### config.mk
export PLATFORM = sky130hd
export DESIGN_NAME = decode_stage
export DESIGN_NICKNAME = d
export VERILOG_FILES = /design/src/rtl/isa_pkg.sv /design/src/rtl/decode_rom.sv /design/src/rtl/decode_stage.sv
export SDC_FILE = /design/constraint.sdc
export NUM_CORES = 1
export LEC_CHECK = 0
export CAP_MARGIN = 25
export CELL_PAD_IN_SITES_DETAIL_PLACEMENT = 0
export CELL_PAD_IN_SITES_GLOBAL_PLACEMENT = 1
export CORE_UTILIZATION = 35
export DETAILED_ROUTE_END_ITERATION = 7
export GPL_ROUTABILITY_DRIVEN = 0
export PLACE_DENSITY = 0.78
export SYNTH_ARGS = -nofsm -noshare
export SYNTH_HDL_FRONTEND = slang
export SYNTH_SLANG_ARGS = --single-unit
### constraint.sdc
create_clock -name clk -period 4.2 [get_ports clk]
set_input_delay 0.63 -clock clk [delete_from_list [all_inputs] [get_ports clk]]
set_output_delay 0.63 -clock clk [all_outputs]
set_load 0.05 [all_outputs]
### src/rtl/isa_pkg.sv
// Shared ISA definitions for the decode stage: opcodes, SP index, FSM states,
// the decode ROM control word and the ID/EX pipeline word.
package isa_pkg;

    localparam logic [3:0] OP_NOP  = 4'h0;
    localparam logic [3:0] OP_MOV  = 4'h1;
    localparam logic [3:0] OP_ADD  = 4'h2;
    localparam logic [3:0] OP_SUB  = 4'h3;
    localparam logic [3:0] OP_AND  = 4'h4;
    localparam logic [3:0] OP_OR   = 4'h5;
    localparam logic [3:0] OP_PUSH = 4'h7;
    localparam logic [3:0] OP_POP  = 4'h8;
    localparam logic [3:0] OP_LDM  = 4'hC;

    localparam logic [1:0] SP_IDX = 2'd3;

    typedef enum logic {
        S_OP  = 1'b0,
        S_IMM = 1'b1
    } state_t;

    typedef enum logic [1:0] {
        RD_NONE = 2'd0,
        RD_RA   = 2'd1,
        RD_RB   = 2'd2
    } rd_sel_t;

    typedef struct packed {
        logic    legal;
        logic    two_byte;
        rd_sel_t rd_sel;
        logic    wen;
        logic    sp_en;
        logic    sp_op;
        logic    mem_rd;
        logic    mem_wr;
        logic    use_imm;
        logic    src_ra;
        logic    src_rb;
        logic    src_sp;
    } ctrl_t;

    typedef struct packed {
        logic       valid;
        logic [3:0] alu_op;
        logic [1:0] rd;
        logic       wen;
        logic       sp_en;
        logic       sp_op;
        logic       mem_rd;
        logic       mem_wr;
        logic [7:0] imm;
        logic       use_imm;
    } idex_t;

endpackage

### src/rtl/decode_rom.sv
// Combinational opcode -> control-word lookup, including which registers
// each opcode reads (used by the load-use hazard check).
module decode_rom
    import isa_pkg::*;
(
    input  logic [3:0] i_op,
    output ctrl_t      o_ctrl
);

    always_comb begin
        // NOTE: default every field first so no path through the case infers a latch.
        o_ctrl = '0;
        case (i_op)
            OP_NOP: o_ctrl.legal = 1'b1;
            OP_MOV: begin
                o_ctrl.legal  = 1'b1;
                o_ctrl.rd_sel = RD_RA;
                o_ctrl.wen    = 1'b1;
                o_ctrl.src_rb = 1'b1;
            end
            OP_ADD, OP_SUB, OP_AND, OP_OR: begin
                o_ctrl.legal  = 1'b1;
                o_ctrl.rd_sel = RD_RA;
                o_ctrl.wen    = 1'b1;
                o_ctrl.src_ra = 1'b1;
                o_ctrl.src_rb = 1'b1;
            end
            OP_PUSH: begin
                o_ctrl.legal  = 1'b1;
                o_ctrl.mem_wr = 1'b1;
                o_ctrl.sp_en  = 1'b1;
                o_ctrl.src_rb = 1'b1;
                o_ctrl.src_sp = 1'b1;
            end
            OP_POP: begin
                o_ctrl.legal  = 1'b1;
                o_ctrl.rd_sel = RD_RB;
                o_ctrl.wen    = 1'b1;
                o_ctrl.mem_rd = 1'b1;
                o_ctrl.sp_en  = 1'b1;
                o_ctrl.sp_op  = 1'b1;
                o_ctrl.src_sp = 1'b1;
            end
            OP_LDM: begin
                o_ctrl.legal    = 1'b1;
                o_ctrl.two_byte = 1'b1;
                o_ctrl.rd_sel   = RD_RB;
                o_ctrl.wen      = 1'b1;
                o_ctrl.use_imm  = 1'b1;
            end
            default: o_ctrl = '0;
        endcase
    end

endmodule

### src/rtl/decode_stage.sv
// Instruction decode stage: LDM two-byte FSM, load-use hazard, ID/EX register.
// Optional macro DECODE_TRAP_EN makes `illegal` sticky and blocks fetch until flush/reset.
module decode_stage
    import isa_pkg::*;
#(
    parameter int DATA_W         = 8,
    parameter bit ILLEGAL_AS_NOP = 1'b1
) (
    input  logic              clk,
    input  logic              rst,
    input  logic              if_valid,
    input  logic [DATA_W-1:0] if_instr,
    output logic              if_ready,
    input  logic              ex_stall,
    input  logic              flush,
    output logic [1:0]        rf_ra,
    output logic [1:0]        rf_rb,
    output logic              id_valid,
    output logic [3:0]        id_alu_op,
    output logic [1:0]        id_rd,
    output logic              id_wen,
    output logic              id_sp_en,
    output logic              id_sp_op,
    output logic              id_mem_rd,
    output logic              id_mem_wr,
    output logic [DATA_W-1:0] id_imm,
    output logic              id_use_imm,
    output logic              illegal
);

    state_t     r_state;
    logic [1:0] r_lat_ra;
    logic [1:0] r_lat_rb;
    idex_t      r_idex;

    logic [3:0] w_op;
    ctrl_t      w_ctrl;
    idex_t      w_issue;
    logic       w_hazard;
    logic       w_trap_block;
    logic       w_accept;
    logic       w_illegal_seen;

    // While waiting for the LDM immediate, the ROM keeps describing the LDM.
    assign w_op = (r_state == S_IMM) ? OP_LDM : if_instr[7:4];

    decode_rom u_rom (
        .i_op   (w_op),
        .o_ctrl (w_ctrl)
    );

    assign rf_ra = (r_state == S_IMM) ? r_lat_ra : if_instr[3:2];
    assign rf_rb = (r_state == S_IMM) ? r_lat_rb : if_instr[1:0];

    assign w_hazard = (r_state == S_OP) && id_valid && id_mem_rd &&
                      ((w_ctrl.src_ra && (id_rd == if_instr[3:2])) ||
                       (w_ctrl.src_rb && (id_rd == if_instr[1:0])) ||
                       (w_ctrl.src_sp && (id_rd == SP_IDX)));

`ifdef DECODE_TRAP_EN
    assign w_trap_block = illegal;
`else
    assign w_trap_block = 1'b0;
`endif

    assign if_ready       = !ex_stall && !flush && !w_hazard && !w_trap_block;
    assign w_accept       = if_valid && if_ready;
    assign w_illegal_seen = w_accept && (r_state == S_OP) && !w_ctrl.legal;

    always_comb begin
        w_issue         = '0;
        w_issue.valid   = 1'b1;
        w_issue.alu_op  = w_op;
        w_issue.wen     = w_ctrl.wen;
        w_issue.sp_en   = w_ctrl.sp_en;
        w_issue.sp_op   = w_ctrl.sp_op;
        w_issue.mem_rd  = w_ctrl.mem_rd;
        w_issue.mem_wr  = w_ctrl.mem_wr;
        w_issue.use_imm = w_ctrl.use_imm;
        w_issue.imm     = w_ctrl.use_imm ? if_instr : '0;
        case (w_ctrl.rd_sel)
            RD_RA:   w_issue.rd = rf_ra;
            RD_RB:   w_issue.rd = rf_rb;
            default: w_issue.rd = 2'd0;
        endcase
        if (!w_ctrl.legal && ILLEGAL_AS_NOP)
            w_issue = '0;
    end

    // NOTE: state uses non-blocking assignments and the async active-low reset
    // so every register updates from pre-edge values in one consistent step.
    always_ff @(posedge clk or negedge rst) begin
        if (!rst) begin
            r_state  <= S_OP;
            r_lat_ra <= 2'd0;
            r_lat_rb <= 2'd0;
            r_idex   <= '0;
            illegal  <= 1'b0;
        end else if (flush) begin
            r_state <= S_OP;
            r_idex  <= '0;
            illegal <= 1'b0;
        end else if (!ex_stall) begin
            if (!w_accept) begin
                r_idex <= '0;
            end else if (r_state == S_IMM) begin
                r_idex  <= w_issue;
                r_state <= S_OP;
            end else if (w_ctrl.two_byte) begin
                r_idex   <= '0;
                r_state  <= S_IMM;
                r_lat_ra <= if_instr[3:2];
                r_lat_rb <= if_instr[1:0];
            end else begin
                r_idex <= w_issue;
            end
`ifdef DECODE_TRAP_EN
            if (w_illegal_seen)
                illegal <= 1'b1;
`else
            illegal <= w_illegal_seen;
`endif
        end
    end

    assign id_valid   = r_idex.valid;
    assign id_alu_op  = r_idex.alu_op;
    assign id_rd      = r_idex.rd;
    assign id_wen     = r_idex.wen;
    assign id_sp_en   = r_idex.sp_en;
    assign id_sp_op   = r_idex.sp_op;
    assign id_mem_rd  = r_idex.mem_rd;
    assign id_mem_wr  = r_idex.mem_wr;
    assign id_imm     = r_idex.imm;
    assign id_use_imm = r_idex.use_imm;

endmodule

==> metrics.txt <==
detailed-route DRC error count=0; YS warnings=0; CP max FO=11; syn nets=around 150; crit path cell chain=clkdlybuf4s50_1, or4b_1, a211o_1, a31oi_1, nor3_1, clkdlybuf4s50_1; Post-Synth Adder-Cell Area=2.68%; # IOs=40; First-pass DRT Iterations=4; Starting Density=a little under two fifths; die area=~4300 um^2; crit share post-route=around nine tenths; Final Skew=around 0.0070 ns; Setup TNS=0 ns; hold buffers post-CTS=0; placed inst area=approximately 1800 um^2; clk slew on worst S/H paths=around 0.090 ns; P&R area growth vs syn=34.3%; Synth Area per Inst=10.3 um^2; 1st-iter DRT viols=37; Pwr per Cell Area=between 200 and 300 nW/um^2; total grt overflow=0; Die Y-Extent=roughly 65 um; GRT Overall Usage=a little under a fifth; Longest Clk Path Bufs=2; Compound-Gate Fraction of Synth Area=approximately 22%; initial antenna violation count=0; max capacitance violation total=0; fin crit period=about 3.8 ns; CTS root buf=clkbuf_8; CP arrival=approximately 3.1 ns; total CTS buffers=3; Setup CP Type=in -> out; Synth Cell Area=~1400 um^2; Crit path largest cell delay=about 0.7 ns; Setup crit end kind=primary output; Gate Count Post-Synth=about 140; Peak VDD IR=between 0.1 and 0.15 mV; Critical Path RT=3.57 ns; most used cell, CP=clkdlybuf4s50_1; Worst setup SP type=primary input; FMAX=~270 MHz; first-pass GRT wire length=5.88 mm; post-synthesis mux area share=between 6 and 7%; Port Buf Inserts=39; layout cell share with drive strength beyond 1=10.5%; post-layout util=between 50% and 60%; # setup viols final=0; dpl hpwl=2.70 mm; outcome=finished, final reports clean; Synth Area in XOR/XNOR=approximately 3.1%; routed vias/inst=~5.5; worst setup slack after placement=between 0.4 and 0.5 ns; largest family of logic cells by synthesized area=compound AO/OA/AOI/OAI gates; worst rel slew slack=56.9%; final hold violations=0; count of cell types in the netlist=35; RSZ-0062 raised after global routing=false; clock tree sinks=26; CTS tree=built; Simple-Gate Fraction of Synth Area=~14%; vias=1,219; final worst slack=between 0.4 and 0.5 ns; Lkg Pwr=just under 0.8 nW; register area share after synthesis=between 40% and 50%; Worst Tran Pin Value=around 0.64 ns; Final #Nets=189; Hold Path Class=reg -> reg; antenna-violating nets left=0; post-CTS sizing=0; Pins Over Slew Limit=0; core area=3740 um^2; clk_lat worst skew=about 0.27 ns; post-CTS repair timing setup buffer count=0; row count=22; Die W=65.2 um; final instance area=1880 um^2; Routed WL=3.57 mm; H-tree depth=1; Yosys reg bits=26; largest net degree at the start of global routing=17; Slowest-stage cell, CP=clkdlybuf4s50_1; n_diodes=0; number of global-route vias before repair=roughly 1.2k; Avg WL per Cell=~16 um
==> power by group <==
group / internal (mW) / switching [mW] / total, mW
Combinational: 0.0388 / 0.0571 / 0.0958
Sequential: 0.259 / 0.00470 / 0.263
Clock: 0.0837 / 0.0779 / 0.162
Total: 0.381 / 0.140 / 0.521
==> worst max-delay path: cells and delay by family <==
family / cells / cell delay [ns]
AO/OA/AOI/OAI: 2 / 0.52
buffers and inverters: 2 / 1.40
AND/OR/NAND/NOR: 2 / 0.58
==> cells in the final DEF (no fill, tap or decap) <==
cell type and n:
buf_8 1, nand3b_1 1, nor3_1 3, nand2_1 13
o21ai_0 5, xor2_1 1, xnor2_1 4, o31ai_1 9
buf_4 3, inv_1 3, o2111ai_1 2, nand4_1 2
nand3_1 3, nor2b_1 4, mux2_2 8, a21oi_1 1
nor2_1 5, dfrtp_1 26, nor4_1 1, or4b_1 1
o21ai_1 5, clkbuf_8 4, o211ai_1 5, a31oi_1 1
a21o_1 2, nor3b_1 1, a22o_1 10, a211oi_1 1
nand4b_1 1, ha_1 3, or3b_2 1, a211o_1 1
clkdlybuf4s50_1 39, nor4b_1 1, a21oi_2 1
==> routing by layer <==
metal  wire length, um  share of wire [%]  GRT usage (%)
met1              1710                 48           26.2
met2              1680                 47           27.4
met3               165                4.6           1.91
met4                16               0.45           8.15
met5                 0                  0              0
==> cells by family (layout without fill, tap and decap cells) <==
family,Yosys count,in the layout
compound gates,43,43
simple gates,37,37
flops,26,26
buf+inv,14,50
mux,8,8
xor+xnor,5,5
fa+ha+maj,3,3
==> cells in the mapped netlist (all sizes together) <==
cell type / number / area share (%)
dfrtp: 26 / 46
nand2: 13 / 3.5
a22o: 10 / 6.3
o21ai: 10 / 3.6
o31ai: 9 / 4.8
mux2: 8 / 6.4
clkbuf: 6 / 1.6
buf: 5 / 2.9
nor2: 5 / 1.3
o211ai: 5 / 2.7
nor2b: 4 / 1.8
xnor2: 4 / 2.5
ha: 3 / 2.7
inv: 3 / 0.80
nand3: 3 / 1.1
nor3: 3 / 1.1
a21o: 2 / 1.1
a21oi: 2 / 0.98
nand4: 2 / 0.89
o2111ai: 2 / 1.3
a211o: 1 / 0.63
a211oi: 1 / 0.54
a31oi: 1 / 0.45
nand3b: 1 / 0.54
nand4b: 1 / 0.63
nor3b: 1 / 0.54
nor4: 1 / 0.45
nor4b: 1 / 0.63
or3b: 1 / 0.63
or4b: 1 / 0.71
xor2: 1 / 0.63
==> state kept, by name, summed over array words and instances (netlist names) <==
| signal | count |
|---|---|
| r_lat_rb | 2 |
| id_use_imm | 1 |
| r_state | 1 |
| id_sp_en | 1 |
| id_mem_wr | 1 |
| illegal | 1 |
| id_valid | 1 |
| id_rd | 2 |
| id_wen | 1 |
| id_imm | 8 |
| id_sp_op | 1 |
| r_lat_ra | 2 |
| id_alu_op | 4 |
==> worst paths after layout <==
check | from | end | slack, ns | cells past startpoint
min in group asynchronous | rst | id_imm[7] | 0.75 | 1
max in group asynchronous | rst | r_state | 2.93 | 2
min reg2reg | id_use_imm | id_use_imm | 0.49 | 1
max | if_instr[7] | if_ready | 0.45 | 6
max reg2reg | r_state | id_rd[1] | 2.25 | 4
min | id_use_imm | id_use_imm | 0.49 | 1
==> cell type report <==
cell class / count / area (um^2)
tap: 48 / 60.1
clock buffer: 4 / 55.1
fill: 371 / 1860
timing repair buffer: 43 / 428
inverter: 3 / 11.3
sequential: 26 / 651
multi-input combinational: 96 / 676
==> through the flow <==
step	instances	hold WS [ns]	total power [mW]
2_1_floorplan	136	0.334	0.323
3_3_place_gp	215	0.460	0.361
3_5_place_dp	216	0.474	0.365
4_1_cts	220	0.494	0.526
5_1_grt	220	0.522	0.544
6_report	220	0.488	0.521
No activity file was read; power rests on OpenSTA's default activity.
